**src/rtl/spi_slave_pkg.sv**
```systemverilog
// Shared definitions for the SPI slave frame engine: one-hot state codes,
// command encodings and the frame width derivation.
package spi_slave_pkg;

    localparam logic [4:0] ST_IDLE      = 5'b00001;
    localparam logic [4:0] ST_CHK_CMD   = 5'b00010;
    localparam logic [4:0] ST_WRITE     = 5'b00100;
    localparam logic [4:0] ST_READ_ADD  = 5'b01000;
    localparam logic [4:0] ST_READ_DATA = 5'b10000;

    typedef enum logic [4:0] {
        IDLE      = ST_IDLE,
        CHK_CMD   = ST_CHK_CMD,
        WRITE     = ST_WRITE,
        READ_ADD  = ST_READ_ADD,
        READ_DATA = ST_READ_DATA
    } state_t;

    localparam logic [1:0] CMD_WR_ADDR = 2'b00;
    localparam logic [1:0] CMD_WR_DATA = 2'b01;
    localparam logic [1:0] CMD_RD_ADDR = 2'b10;
    localparam logic [1:0] CMD_RD_DATA = 2'b11;

    // Frame = two command bits followed by the payload.
    function automatic int frame_w(input int data_w);
        return data_w + 2;
    endfunction

endpackage

```
**src/rtl/spi_slave_frame_tx.sv**
```systemverilog
// Parallel-in serial-out MISO shifter. serial_out is registered: the MSB
// appears the cycle after load, then one bit per cycle down to bit 0, then
// the line returns to IDLE_MISO. abort drops the line to idle next cycle.
module spi_tx_shifter
    import spi_slave_pkg::*;
#(
    parameter int   DATA_W    = 8,
    parameter logic IDLE_MISO = 1'b0
) (
    input  logic              clk,
    input  logic              rst,
    input  logic              load,
    input  logic [DATA_W-1:0] parallel_in,
    input  logic              abort,
    output logic              serial_out,
    output logic              busy
);

    localparam int CW = $clog2(DATA_W + 1);

    logic [DATA_W-1:0] sreg;
    logic [CW-1:0]     cnt;  // bits still to present, including the one on the line

    assign busy = (cnt != '0);

    // Load, shift out MSB first, and return to idle after the last bit.
    always_ff @(posedge clk) begin
        if (rst) begin
            sreg       <= '0;
            cnt        <= '0;
            serial_out <= IDLE_MISO;
        end else if (abort) begin
            cnt        <= '0;
            serial_out <= IDLE_MISO;
        end else if (load) begin
            sreg       <= parallel_in << 1;
            serial_out <= parallel_in[DATA_W-1];
            cnt        <= CW'(DATA_W);
        end else if (cnt > CW'(1)) begin
            serial_out <= sreg[DATA_W-1];
            sreg       <= sreg << 1;
            cnt        <= cnt - CW'(1);
        end else if (cnt == CW'(1)) begin
            serial_out <= IDLE_MISO;
            cnt        <= '0;
        end
    end

endmodule

```
**src/rtl/spi_slave_frame.sv**
```systemverilog
// SPI slave frame engine: deserialises {cmd[1:0], payload} frames from MOSI,
// tracks read-address/read-data sequencing and serialises RAM read data on
// MISO. Define SPI_FRAME_ERR_EN to add the frame_err abort indication.
module spi_slave_frame
    import spi_slave_pkg::*;
#(
    parameter int   DATA_W    = 8,
    parameter logic IDLE_MISO = 1'b0
) (
    input  logic              clk,
    input  logic              rst,
    input  logic              SS_n,
    input  logic              MOSI,
    input  logic [DATA_W-1:0] tx_data,
    input  logic              tx_valid,
    output logic              MISO,
    output logic [DATA_W+1:0] rx_data,
    output logic              rx_valid
`ifdef SPI_FRAME_ERR_EN
    ,
    output logic              frame_err
`endif
);

    localparam int FRAME_W = frame_w(DATA_W);
    localparam int CW      = $clog2(FRAME_W + 1);

    state_t             cs;
    logic [CW-1:0]      cnt;           // frame bits captured so far
    logic [FRAME_W-2:0] sr;            // all but the final bit of the frame
    logic               rd_addr_seen;
    logic               tx_loaded;     // one MISO load per READ_DATA frame
    logic               tx_busy;
    logic               tx_load;

    // Read data is accepted only once the READ_DATA frame is fully captured.
    assign tx_load = (cs == READ_DATA) && (cnt == CW'(FRAME_W)) && !tx_loaded
                     && !tx_busy && !SS_n && tx_valid;

    // Frame FSM, rx capture and read sequencing flag.
    always_ff @(posedge clk) begin
        if (rst) begin
            cs           <= IDLE;
            cnt          <= '0;
            sr           <= '0;
            rx_data      <= '0;
            rx_valid     <= 1'b0;
            rd_addr_seen <= 1'b0;
            tx_loaded    <= 1'b0;
`ifdef SPI_FRAME_ERR_EN
            frame_err    <= 1'b0;
`endif
        end else begin
            rx_valid <= 1'b0;
`ifdef SPI_FRAME_ERR_EN
            frame_err <= SS_n && ((cs != IDLE && cnt != CW'(FRAME_W)) || tx_busy);
`endif
            if (SS_n) begin
                cs        <= IDLE;
                cnt       <= '0;
                sr        <= '0;
                tx_loaded <= 1'b0;
            end else begin
                if (tx_load)
                    tx_loaded <= 1'b1;
                case (cs)
                    IDLE: begin
                        cs  <= CHK_CMD;
                        cnt <= '0;
                        sr  <= '0;
                    end
                    CHK_CMD: begin
                        sr  <= {{(FRAME_W-2){1'b0}}, MOSI};
                        cnt <= CW'(1);
                        if (MOSI == CMD_WR_ADDR[1])
                            cs <= WRITE;
                        else if (rd_addr_seen)
                            cs <= READ_DATA;
                        else
                            cs <= READ_ADD;
                    end
                    WRITE, READ_ADD, READ_DATA: begin
                        if (cnt != CW'(FRAME_W)) begin
                            sr  <= {sr[FRAME_W-3:0], MOSI};
                            cnt <= cnt + CW'(1);
                            if (cnt == CW'(FRAME_W - 1)) begin
                                rx_valid <= 1'b1;
                                rx_data  <= {sr, MOSI};
                                if (cs == READ_ADD)
                                    rd_addr_seen <= 1'b1;
                                else if (cs == READ_DATA)
                                    rd_addr_seen <= 1'b0;
                            end
                        end
                    end
                    default: cs <= IDLE;
                endcase
            end
        end
    end

    spi_tx_shifter #(.DATA_W(DATA_W), .IDLE_MISO(IDLE_MISO)) u_tx (
        .clk         (clk),
        .rst         (rst),
        .load        (tx_load),
        .parallel_in (tx_data),
        .abort       (SS_n),
        .serial_out  (MISO),
        .busy        (tx_busy)
    );

endmodule

```
**config.mk**
```make
export PLATFORM = sky130hd
export DESIGN_NAME = spi_slave_frame
export DESIGN_NICKNAME = d
export VERILOG_FILES = /design/src/rtl/spi_slave_pkg.sv /design/src/rtl/spi_slave_frame_tx.sv /design/src/rtl/spi_slave_frame.sv
export SDC_FILE = /design/constraint.sdc
export NUM_CORES = 1
export LEC_CHECK = 0
export BUFFER_PORTS_ARGS = -buffer_cell sky130_fd_sc_hd__buf_2
export CELL_PAD_IN_SITES_DETAIL_PLACEMENT = 0
export CELL_PAD_IN_SITES_GLOBAL_PLACEMENT = 1
export CORE_UTILIZATION = 33
export DETAILED_ROUTE_END_ITERATION = 16
export PLACE_DENSITY = 0.74
export SLEW_MARGIN = 0
export SYNTH_ARGS = -nofsm -noshare
export SYNTH_HDL_FRONTEND = slang
export SYNTH_SLANG_ARGS = --single-unit
```
**constraint.sdc**
```tcl
create_clock -name clk -period 6.7 [get_ports clk]
set_input_delay 1.005 -clock clk [delete_from_list [all_inputs] [get_ports clk]]
set_output_delay 1.005 -clock clk [all_outputs]
set_load 0.05 [all_outputs]
```
Yosys cells after proc, flatten, opt, wreduce, memory -nomap -nowiden
Cells that the tools add are included.

word-level totals
  bits in registers = 44
  output and inout bits = 12

operators by class
  $add $sub $neg = 2
  $lt $le $gt $ge = 1
  equal/unequal tests = 10
  muxes and demuxes = 18
  bitwise operators = 3
  reductions and logical operators = 22

operator list
  operator             count
  $pmux 9 s3           1
  $mux 4               4
  $mux 8               2
  $pmux 5 s3           1
  $pmux 4 s3           1
  $mux 5               2
  $mux 9               1
  $eq 4x4->1 const B   2
  $mux 1               6
  $reduce_bool 2->1    3
  $reduce_bool 3->1    2
  $reduce_or 3->1      2
  $eq 5x1->1 const B   1
  $eq 5x2->1 const B   1
  $eq 5x3->1 const B   1
  $eq 5x4->1 const B   1
  $eq 5x5->1 const B   1
  $logic_and 1x1->1    5
  $reduce_and 5->1     1
  $add 4x1->4 const B  1
  $eq 4x1->1 const B   1
  $gt 4x1->1 const B   1
  $ne 4x4->1 const B   1
  $reduce_and 2->1     2
  8 further kinds      12

Longest topological paths before layout
  depth in word-level cells = 8
  gate-level depth with buffers = 8
  mapped depth without buffers = 6

Cells and area by module
From an unflattened synthesis, not the netlist that was laid out.

second synthesis, totals
  cell total of the unflattened synthesis = 232
  area total of the unflattened synthesis = 2077.0 um^2

by module, submodules not included
  module           times used  cells an instance  area an instance (um^2)  seq. area each (um^2)
  spi_slave_frame  1           157                1407.6                   620.6
  spi_tx_shifter   1           75                 669.4                    240.2

Least setup slack after synthesis
Ideal clock, no wire load.

  path type = input to register
  from = input SS_n
  to = register u_tx.serial_out
  data arrival time = 2326 ps
  slack = 4295 ps
  cell stages on the path = 6
  buffers on the path = 2
  path through = nor3b_1 > or3b_1 > clkbuf_1 > or2_4 > buf_6 > a211oi_2

between the ends
  word-level cells in the longest chain between the ends = 4
  elaborated cells between the ends (all ways) = 6
  those cells by class = 1 x mux; 5 x reduce/logical

ends and longest elaborated chain
  what                                                   RTL line                  source
  start, declared                                        spi_slave_frame.sv:12     input logic SS_n,
  $logic_not 1->1                                        spi_slave_frame.sv:38     && !tx_busy && !SS_n && tx_valid;
  $logic_and 1x1->1 (2 in series)                        spi_slave_frame.sv:38
  $reduce_bool 3->1 (no line) or $mux 1 (tied branches)  n/a
  end signal, assigned                                   spi_slave_frame_tx.sv:37  serial_out <= parallel_in[DATA_W-1];
  end signal, assigned                                   spi_slave_frame_tx.sv:40  serial_out <= sreg[DATA_W-1];
  end, declared                                          spi_slave_frame_tx.sv:15  output logic serial_out,

Several ways; a longest one is shown, not always the timed one.
A chain may end at the register's enable or synchronous reset.

Final worst setup path
  from = input rst
  to = register sr[6]

between the ends
  word-level cells in the longest chain between the ends = 1

ends and longest elaborated chain
  what                       RTL line               source
  start, declared            spi_slave_frame.sv:11  input logic rst,
  $reduce_or 2->1 (no line)  n/a
  end signal, assigned       spi_slave_frame.sv:73  sr <= {{(FRAME_W-2){1'b0}}, MOSI};
  end signal, assigned       spi_slave_frame.sv:84  sr <= {sr[FRAME_W-3:0], MOSI};
  end, declared              spi_slave_frame.sv:30  logic [FRAME_W-2:0] sr;

Every way passes these cells.

==> out/metrics.cfg <==
[outcome]
status = finished, final reports clean

[cts]
ctsLongestPathBuffers = 2
cts_tree = yes
post_cts_buffers = 0
clockRootBuffer = clkbuf_8
numCtsBuffers = 5
cts_hold_buf = 0
cts_resized = 0
clk_latency_ps = 300
cts_htree_levels = 2
cts.sinks = 43
cts.reportedPaths.clkPinSlew_ps = 90

[floorplanning]
dieWidth_um = 79.7
rows = 27
floorplan.initialDensity = 0.351
design.core.area_sq_mm = 0.00568
die_y_um = 79.7
fp.dieArea_sq_mm = 0.00636
io_pins = 25

[timing]
clock_skew_ps = 4.57
hold_ws_ps = 456
min_period_over_period = 0.406
setup_violations = 0
rsz0062_at_grt = false
slew_violations = 0
layout_min_cycle_time_ps = 2720
maxSlewHeadroom = 0.273
setup-tns-final_ps = 0
clock.fmax_mhz = 367
finalHoldViolCount = 0
tightestPinTransition_ps = 1080

[power]
power.density_mw_per_mm2 = 209
power_uw = 460
peakVddDrop_mv = 0.105
p_leak_uw = 0.000759

[synth]
yosys.area_share.adder = 0.0314
ys_seq_area_frac = 0.432
synth_edf_count = 0
ys.warnings.count = 0
synth_cell_types = 48
syn_avg_cell_area_sq_um = 9.02
yosys.area_share.simple = 0.198
synth_area_sq_mm = 0.00199
async_flop_share = 0
synthCells = 221
ys_seq_elements = 43
synth_top_family_by_area = compound AO/OA/AOI/OAI gates
synth-xor-area-share = 0.0132
synth_ff_type = dfxtp_1
yosys-mux-area-fraction = 0.0402
synth-compound-area-share = 0.218
syn-num-nets = 239

[layout]
fin_nets = 254
area.growth.synth_to_final_pct = 10.7
layout-drive-gt1-share = 0.173
fin_util = 0.389
fill_cells = 596
regArea_sq_um = 861
multiInputGateArea_sq_um = 998
antennaDiodeCount = 0

[drt]
drc = 0
dr_total_vias = 1657
drtIter0Drc = 54
wirelength_mm = 4.29
avgViaCountPerCell = 5.36
drtPass1Iterations = 4
ant_nets = 0
wire_per_inst_um = 13.9

[flow_run]
max_cap_viol_count = 0

[grt]
grt_pass1_wl_mm = 7.41
grt_pass1_vias = 1514
track_usage = 0.148
antenna_found_initial = 0
grt_max_degree = 21
grt_overflow = 0

[min_path]
min_from = tx_loaded
min_path_type = reg2reg

[placed_design]
io_buffers = 24
gp_congestion = 0.753
hpwl_mm = 2.98

[critical_path]
crit_start = rst
start_kind = input port
cp_max_fo = 20
crit_type = in2reg
critPathArrivalTime_ps = 2970
reg2reg_from = u_tx.cnt[0]
endpoint_kind = flip-flop
critPathRequiredTime_ps = 6940

-- flip-flops by register name, summed over array words and instances, names as in the netlist --
name	cells
sr	9
u_tx.cnt	4
rx_valid	1
tx_loaded	1
cnt	4
rx_data	10
u_tx.sreg	7
cs	5
u_tx.serial_out	1
rd_addr_seen	1
-- final cells by class --
class / count / area share
multi-input cells: 151 / 0.452
flip-flops and latches: 43 / 0.390
repair buffers: 25 / 0.0578
well taps: 72 / 0.0408
clock buffers: 5 / 0.0312
inverters: 10 / 0.0170
clock inverters: 3 / 0.0108
-- layer usage --
layer	GRT usage	vias to the layer above	share of wire
li1	-	846	-
met1	0.200	770	0.51
met2	0.235	32	0.44
met3	0.0331	9	0.037
met4	0.0429	0	0.012
met5	0	-	0
-- logic make-up (layout without fill, tap and decap cells) --
kind of cell	after synthesis	count (layout)
AO/OA/AOI/OAI	68	68
XOR/XNOR	3	3
adder cells (fa/ha/maj)	5	5
buffers and inverters	27	43
flip-flops	43	43
multiplexers	8	8
AND/OR/NAND/NOR	67	67
-- path summary, 6_finish.rpt --
check                                    end  slack [ps]  cells past startpoint
worst max-delay path                   sr[6]        3980                      5
worst min-delay path               tx_loaded         460                      2
worst max register to register  u_tx.sreg[3]        4490                      6
worst min register to register     tx_loaded         460                      2
-- Yosys cell counts, types with 2 or more instances --
master	count	area (sq um)
dfxtp_1	43	861
a21oi_1	21	105
o21ai_0	19	95.1
nand3_1	14	70.1
clkbuf_1	10	37.5
inv_1	10	37.5
a22o_1	8	70.1
mux2i_1	8	80.1
nor2_1	8	30.0
nor4_1	8	50.1
a211oi_1	6	45.0
nand2_1	6	22.5
nor3_1	6	30.0
ha_1	5	62.6
buf_6	4	45.0
or3_1	4	25.0
buf_2	3	15.0
nand3b_1	3	22.5
and3_1	2	12.5
o22ai_1	2	12.5
or2_2	2	12.5
or3b_1	2	17.5
xnor2_1	2	17.5
-- per-stage QoR --
step	worst slack [ps]	instance area [sq um]	cells
floorplan	4290	1990	221
global placement	3790	2110	301
detailed placement	3690	2110	301
CTS	3980	2210	309
global route	3750	2210	309
finish	3980	2210	309
-- where the power goes --
part	total, uW	switching, uW	internal (uW)
combinational	28.6	16.5	12.1
clock	172	97.0	74.6
sequential	260	3.19	257
-- critical path: stages --
cell     delay (ps)
buf_2           210
nor2_1          580
o41ai_1         280
a21oi_1         620
a22o_1          250
-- cells in the final DEF (no fill, tap or decap), types with 8 or more instances in the layout --
cell type | Yosys | routed
a22o_1 | 8 | 8
nand3_1 | 14 | 14
nor4_1 | 8 | 8
nor2_1 | 8 | 8
buf_2 | 3 | 24
o21ai_0 | 19 | 19
mux2i_1 | 8 | 8
dfxtp_1 | 43 | 43
a21oi_1 | 21 | 21
inv_1 | 10 | 10
(Power assumes the default switching activity.)
